### config.mk
export PLATFORM = sky130hd
export DESIGN_NAME = ysyx_22050710_mem_stage
export DESIGN_NICKNAME = d
export VERILOG_FILES = /design/src/rtl/ysyx_22050710_mem_stage.sv
export SDC_FILE = /design/constraint.sdc
export NUM_CORES = 1
export LEC_CHECK = 0
export ABC_CLOCK_PERIOD_IN_PS = 5070
export BUFFER_PORTS_ARGS = -buffer_cell sky130_fd_sc_hd__buf_2
export CORE_AREA = 2 2 226 228
export CTS_CLUSTER_DIAMETER = 30
export DETAILED_ROUTE_END_ITERATION = 8
export DIE_AREA = 0 0 228 230
export SLEW_MARGIN = 20
export SYNTH_ARGS = -nofsm -noshare
export SYNTH_HDL_FRONTEND = slang
export SYNTH_SLANG_ARGS = --single-unit
### constraint.sdc
create_clock -name i_clk -period 5.07 [get_ports i_clk]
set_input_delay 1.521 -clock i_clk [delete_from_list [all_inputs] [get_ports i_clk]]
set_output_delay 1.521 -clock i_clk [all_outputs]
set_load 0.05 [all_outputs]
### src/rtl/ysyx_22050710_mem_stage.sv
// rtl/ysyx_22050710_mem_stage.sv - memory-access pipeline stage with buffered load response
module ysyx_22050710_mem_stage #(
   parameter int GPR_WD          = 64,
   parameter int GPR_ADDR_WD     = 5,
   parameter int CSR_WD          = 64,
   parameter int CSR_ADDR_WD     = 12,
   parameter int SRAM_DATA_WD    = 64,
   parameter int ES_TO_MS_BUS_WD = 216,
   parameter int MS_TO_WS_BUS_WD = 147,
   parameter int BYPASS_BUS_WD   = 145
) (
   input  logic                       i_clk,
   input  logic                       i_rst,
   input  logic                       i_ws_allowin,
   output logic                       o_ms_allowin,
   input  logic                       i_es_to_ms_valid,
   input  logic [ES_TO_MS_BUS_WD-1:0] i_es_to_ms_bus,
   input  logic                       i_data_sram_rvalid,
   input  logic [SRAM_DATA_WD-1:0]    i_data_sram_rdata,
   output logic                       o_ms_to_ws_valid,
   output logic [MS_TO_WS_BUS_WD-1:0] o_ms_to_ws_bus,
   output logic [BYPASS_BUS_WD-1:0]   o_ms_to_ds_bypass_bus,
   output logic                       o_ms_to_ds_load_stall
);

   // WAIT: load outstanding; HOLD: response captured but writeback not yet ready
   typedef enum logic [1:0] {S_IDLE, S_WAIT, S_HOLD} state_t;

   state_t                     state;
   state_t                     state_nxt;
   logic                       ms_valid;
   logic                       ms_ready_go;
   logic [ES_TO_MS_BUS_WD-1:0] bus_r;
   logic [SRAM_DATA_WD-1:0]    data_buf;
   logic                       load_in;

   logic [GPR_ADDR_WD-1:0]     rd;
   logic [CSR_ADDR_WD-1:0]     csr;
   logic                       gpr_wen;
   logic                       csr_wen;
   logic                       mem_ren;
   logic [2:0]                 mem_op;
   logic                       csr_inst_sel;
   logic [GPR_WD-1:0]          csrrdata;
   logic [GPR_WD-1:0]          alu_result;
   logic [CSR_WD-1:0]          csr_result;

   logic [SRAM_DATA_WD-1:0]    load_raw;
   logic [SRAM_DATA_WD-1:0]    shifted;
   logic [GPR_WD-1:0]          load_data;
   logic [GPR_WD-1:0]          gpr_wdata;

   assign rd           = bus_r[215:211];
   assign csr          = bus_r[210:199];
   assign gpr_wen      = bus_r[198];
   assign csr_wen      = bus_r[197];
   assign mem_ren      = bus_r[196];
   assign mem_op       = bus_r[195:193];
   assign csr_inst_sel = bus_r[192];
   assign csrrdata     = bus_r[191:128];
   assign alu_result   = bus_r[127:64];
   assign csr_result   = bus_r[63:0];

   assign ms_ready_go = !mem_ren || (state == S_HOLD) ||
                        ((state == S_WAIT) && i_data_sram_rvalid);
   assign o_ms_allowin          = !ms_valid || (ms_ready_go && i_ws_allowin);
   assign o_ms_to_ws_valid      = ms_valid && ms_ready_go;
   assign o_ms_to_ds_load_stall = ms_valid && mem_ren && !ms_ready_go;
   assign load_in = o_ms_allowin && i_es_to_ms_valid && i_es_to_ms_bus[196];

   // Pipeline valid bit and instruction bus register
   always_ff @(posedge i_clk or negedge i_rst) begin
      if (!i_rst) begin
         ms_valid <= 1'b0;
         bus_r    <= '0;
      end else if (o_ms_allowin) begin
         ms_valid <= i_es_to_ms_valid;
         if (i_es_to_ms_valid) begin
            bus_r <= i_es_to_ms_bus;
         end
      end
   end

   // FSM state register
   always_ff @(posedge i_clk or negedge i_rst) begin
      if (!i_rst) begin
         state <= S_IDLE;
      end else begin
         state <= state_nxt;
      end
   end

   // FSM next state; rvalid outside WAIT is a stray pulse and is ignored
   always_comb begin
      state_nxt = state;
      case (state)
         S_IDLE: if (load_in) state_nxt = S_WAIT;
         S_WAIT: begin
            if (i_data_sram_rvalid) begin
               if (i_ws_allowin) state_nxt = load_in ? S_WAIT : S_IDLE;
               else              state_nxt = S_HOLD;
            end
         end
         S_HOLD: if (i_ws_allowin) state_nxt = load_in ? S_WAIT : S_IDLE;
         default: state_nxt = S_IDLE;
      endcase
   end

   // Keep the response while writeback back-pressures; rdata may change afterwards
   always_ff @(posedge i_clk or negedge i_rst) begin
      if (!i_rst) begin
         data_buf <= '0;
      end else if ((state == S_WAIT) && i_data_sram_rvalid && !i_ws_allowin) begin
         data_buf <= i_data_sram_rdata;
      end
   end

   // Align the addressed bytes to bit 0, then size and extend per load type
   always_comb begin
      load_raw  = (state == S_HOLD) ? data_buf : i_data_sram_rdata;
      shifted   = load_raw >> {alu_result[2:0], 3'b000};
      load_data = '0;
      case (mem_op)
         3'b000:  load_data = {{56{shifted[7]}},  shifted[7:0]};
         3'b001:  load_data = {{48{shifted[15]}}, shifted[15:0]};
         3'b010:  load_data = {{32{shifted[31]}}, shifted[31:0]};
         3'b011:  load_data = shifted;
         3'b100:  load_data = {56'd0, shifted[7:0]};
         3'b101:  load_data = {48'd0, shifted[15:0]};
         3'b110:  load_data = {32'd0, shifted[31:0]};
         default: load_data = '0;
      endcase
   end

   assign gpr_wdata = mem_ren ? load_data : (csr_inst_sel ? csrrdata : alu_result);

   assign o_ms_to_ws_bus = {rd, csr, gpr_wen, csr_wen, gpr_wdata, csr_result};

   assign o_ms_to_ds_bypass_bus = ms_valid ?
      {rd & {GPR_ADDR_WD{gpr_wen}}, gpr_wdata & {GPR_WD{gpr_wen}},
       csr & {CSR_ADDR_WD{csr_wen}}, csr_result & {CSR_WD{csr_wen}}} : '0;

endmodule

==> flow_summary.rst <==
.. list-table::
   :header-rows: 1

   * - Metric
     - Value
   * - Placed Instance Area
     - 20500 um^2
   * - Placer's final routability congestion estimate
     - about 0.95
   * - Data required time at the worst endpoint
     - ~3.6 ns
   * - Element type at the critical path end
     - output port
   * - Vias in the first global route
     - 15300
   * - Total iterations of the first detailed-routing run
     - 4
   * - Origin of the critical flop-to-flop path
     - bus_r[196]$_DFFE_PN0N_
   * - Register-to-Register Setup Slack
     - 2.18 ns
   * - Slew headroom
     - 0.384
   * - Number of failing setup endpoints in the final timing report
     - 0
   * - Max Buffers Root-to-Sink
     - 3
   * - Clock transition at the registers of the reported paths
     - 0.04 ns
   * - Sequential cell area fraction in the yosys report
     - 0.425
   * - Worst Setup Path Type
     - register to output port
   * - Remaining number of nets flagged by the antenna check after routing
     - 0
   * - Flip-flop and latch count after synthesis
     - 283
   * - Cells after synthesis
     - approximately 1400
   * - Routed wire length
     - 72900 um
   * - Worst setup startpoint
     - state[0]$_DFFE_PN0P_
   * - Port bufs
     - about 580
   * - Mapped Avg Cell Area
     - about 12 um^2
   * - Net count after synthesis
     - ~1700
   * - Worst setup skew after layout
     - about 0.0095 ns
   * - Top_reg_cell synth
     - sky130_fd_sc_hd__dfrtp_1
   * - Min setup slack post-route
     - around 0.018 ns
   * - Final hold violations
     - 0
   * - CTS tree
     - done
   * - Unrepaired setup endpoints after global routing
     - true
   * - Startpoint kind of the worst setup timing path
     - register
   * - Actual slew at the worst max-slew pin
     - 0.925 ns
   * - Global-route wire length before repair
     - slightly above 100000 um
   * - Via count
     - 14500
   * - Buffer cell driving the clock tree root
     - sky130_fd_sc_hd__clkbuf_16
   * - Fraction of final layout cells sized beyond drive strength 1
     - 0.588
   * - Distinct cell type count of the synthesized netlist
     - 47
   * - Minimum hold slack
     - 0.499 ns
   * - CTS Sinks
     - 283
   * - Worst min-delay path class
     - register to register
   * - Average vias per placed instance
     - 5.35
   * - Final slew viol count
     - 0
   * - Overall track demand over capacity in global routing
     - 0.270
   * - DRC marker count from the first detailed-route iteration
     - between 800 and 900
   * - Overflow left after global routing
     - 0
   * - Standard-cell rows
     - 82
   * - Reported max-cap violation count
     - 0
   * - Maximum number of pins on one net before global-route repair
     - 100
   * - Net count reported at finish
     - 2257
   * - Warnings from Yosys
     - 0
   * - Signal arrival time at the worst endpoint
     - 3.53 ns
   * - Hpwl dp
     - 55200 um
   * - Max Clock Freq
     - 198 MHz
   * - Post-placement setup slack
     - -0.139 ns
   * - Width of the die
     - about 230 um
   * - Height of the die
     - 230 um
   * - Number of remaining DRC errors
     - 0
   * - Die area
     - 52400 um^2
   * - Status
     - finished clean
   * - Number of ports placed on the die boundary
     - 580
   * - Initial standard-cell utilization of the core
     - 0.334
   * - Number of cells on the worst reg-to-reg path
     - 7
   * - Number of fill cells in the layout
     - 4622
   * - Initial antenna violation count
     - 15
   * - Fin util
     - 0.469
   * - Growth of design area from synthesis to finish
     - 40.5%
   * - Post-synth EDFFs
     - 0
   * - Fraction of synthesis flops using an asynchronous set or reset pin
     - 1.00
   * - Peak fanout along the critical path
     - 29
   * - TritonCTS Buffers
     - 80
   * - Synth Cell Area
     - about 17000 um^2
   * - Core Region
     - 49900 um^2
   * - DR WL/cell
     - roughly 27 um
   * - End point of the critical path
     - o_ms_to_ws_bus[77]
   * - Capture point of the worst reg-to-reg path
     - bus_r[49]$_DFFE_PN0N_
   * - Clock insertion delay at the later pin of the skew report
     - roughly 0.60 ns
   * - H-tree depth
     - 3
   * - Final clock period utilization by the worst path
     - 0.996
   * - Layout Cell Area excl Fill
     - 23400 um^2
   * - Shortest period the worst path allows
     - 5.05 ns
   * - CTS hold repair buffers
     - 0
## layout make-up
type | count | area (um^2) | share of cell area
clock buffer | 116 | 2360 | 0.101
antenna | 7 | 17.5 | 0.000749
tap | 672 | 841 | 0.0359
sequential | 283 | 7090 | 0.303
inverter | 3 | 11.3 | 0.000481
multi-input combinational | 958 | 8590 | 0.367
clock inverter | 28 | 344 | 0.0147
timing repair buffer | 646 | 4140 | 0.177
## logic make-up after synthesis
| logic type | synth area share |
|---|---|
| multiplexers | 0.313 |
| AND/OR/NAND/NOR | 0.101 |
| flip-flops | 0.425 |
| AO/OA/AOI/OAI | 0.0918 |
| buffers and inverters | 0.0689 |
## state kept, by name, summed over array words and instances, names as in the netlist
register and flops:
data_buf 64, bus_r 216, ms_valid 1, state 2
## synth_stat cells (13+ instances only)
master / count / share of area
sky130_fd_sc_hd__and3_1: 86 / 0.032
sky130_fd_sc_hd__nor2b_1: 13 / 0.0049
sky130_fd_sc_hd__dfrtp_1: 283 / 0.43
sky130_fd_sc_hd__clkbuf_1: 71 / 0.016
sky130_fd_sc_hd__a221oi_1: 16 / 0.0084
sky130_fd_sc_hd__o22ai_1: 25 / 0.0094
sky130_fd_sc_hd__a211oi_2: 31 / 0.023
sky130_fd_sc_hd__nor3_1: 18 / 0.0054
sky130_fd_sc_hd__nor2_1: 96 / 0.022
sky130_fd_sc_hd__o21ai_0: 18 / 0.0054
sky130_fd_sc_hd__nand2_1: 73 / 0.016
sky130_fd_sc_hd__a21oi_1: 60 / 0.018
sky130_fd_sc_hd__mux2i_1: 80 / 0.048
sky130_fd_sc_hd__buf_2: 20 / 0.0060
sky130_fd_sc_hd__a211oi_1: 19 / 0.0086
sky130_fd_sc_hd__mux4_2: 55 / 0.074
sky130_fd_sc_hd__buf_4: 89 / 0.040
sky130_fd_sc_hd__mux2_2: 282 / 0.19
## worst min-delay path by stage
stage / slack (ns) / from / cells after the start / end
2_1_floorplan: 0.47 / bus_r[95]$_DFFE_PN0N_ / 1 / bus_r[95]$_DFFE_PN0N_
3_3_place_gp: 0.48 / bus_r[95]$_DFFE_PN0N_ / 1 / bus_r[95]$_DFFE_PN0N_
3_5_place_dp: 0.49 / bus_r[159]$_DFFE_PN0N_ / 1 / bus_r[159]$_DFFE_PN0N_
4_1_cts: 0.50 / bus_r[159]$_DFFE_PN0N_ / 1 / bus_r[159]$_DFFE_PN0N_
5_1_grt: 0.50 / bus_r[82]$_DFFE_PN0N_ / 1 / bus_r[82]$_DFFE_PN0N_
6_report: 0.50 / bus_r[189]$_DFFE_PN0N_ / 1 / bus_r[189]$_DFFE_PN0N_
## cell usage in the layout (no fill, tap or decap), drive strengths merged, types with 2 or more instances in the layout
| cell type | Yosys | layout |
|---|---|---|
| buf | 124 | 636 |
| dfrtp | 283 | 283 |
| mux2 | 282 | 282 |
| clkbuf | 71 | 125 |
| nor2 | 97 | 97 |
| and3 | 86 | 86 |
| mux2i | 80 | 80 |
| nand2 | 73 | 73 |
| a21oi | 60 | 60 |
| mux4 | 55 | 55 |
| a211oi | 50 | 50 |
| o22ai | 25 | 25 |
| o21ai | 19 | 19 |
| nor3 | 19 | 19 |
| a221oi | 16 | 16 |
| clkinv | 0 | 16 |
| nor2b | 14 | 14 |
| or2 | 10 | 10 |
| nand3 | 10 | 10 |
| a22o | 9 | 9 |
| nand2b | 8 | 8 |
| a22oi | 8 | 8 |
| diode | 0 | 7 |
| a31oi | 7 | 7 |
| inv | 3 | 7 |
| a311oi | 6 | 6 |
| bufinv | 0 | 6 |
| a2111oi | 5 | 5 |
| nor4 | 5 | 5 |
| and2 | 3 | 3 |
| or3 | 2 | 2 |
| clkinvlp | 0 | 2 |
## per-stage QoR
stage               TNS, ns  instances
floorplan             -2.19       1439
global placement     -0.204       2557
detailed placement    -1.98       2557
CTS                       0       2703
global route        -0.0800       2712
finish                    0       2713
## metal layers
metal | GRT usage | vias up | wire length (um)
met5 | 0 | - | 57
met1 | 0.291 | 7251 | 26400
li1 | - | 6374 | -
met4 | 0.175 | 10 | 4630
met3 | 0.0719 | 176 | 5340
met2 | 0.470 | 690 | 36500
## what timing repair did
action,4_1_cts,5_1_grt
setup endpoints to repair,71,62
gates resized for setup,5,20
pin swaps,0,3
buffers inserted,1,1
gates cloned,1,2
## worst max-delay path, cell delays in order, from the launching register on
cell and delay (ns):
sky130_fd_sc_hd__dfrtp_1 0.48, sky130_fd_sc_hd__nand2b_2 0.31, sky130_fd_sc_hd__buf_12 0.25, sky130_fd_sc_hd__nand2_1 0.08
sky130_fd_sc_hd__and3_1 0.22, sky130_fd_sc_hd__a2111oi_0 0.63, sky130_fd_sc_hd__buf_4 0.22, sky130_fd_sc_hd__nor3_2 0.05
sky130_fd_sc_hd__o22ai_1 0.45, sky130_fd_sc_hd__buf_12 0.21
Power is not shown: default switching activity piles up to over one toggle a cycle in this logic, so the estimate is an artifact.
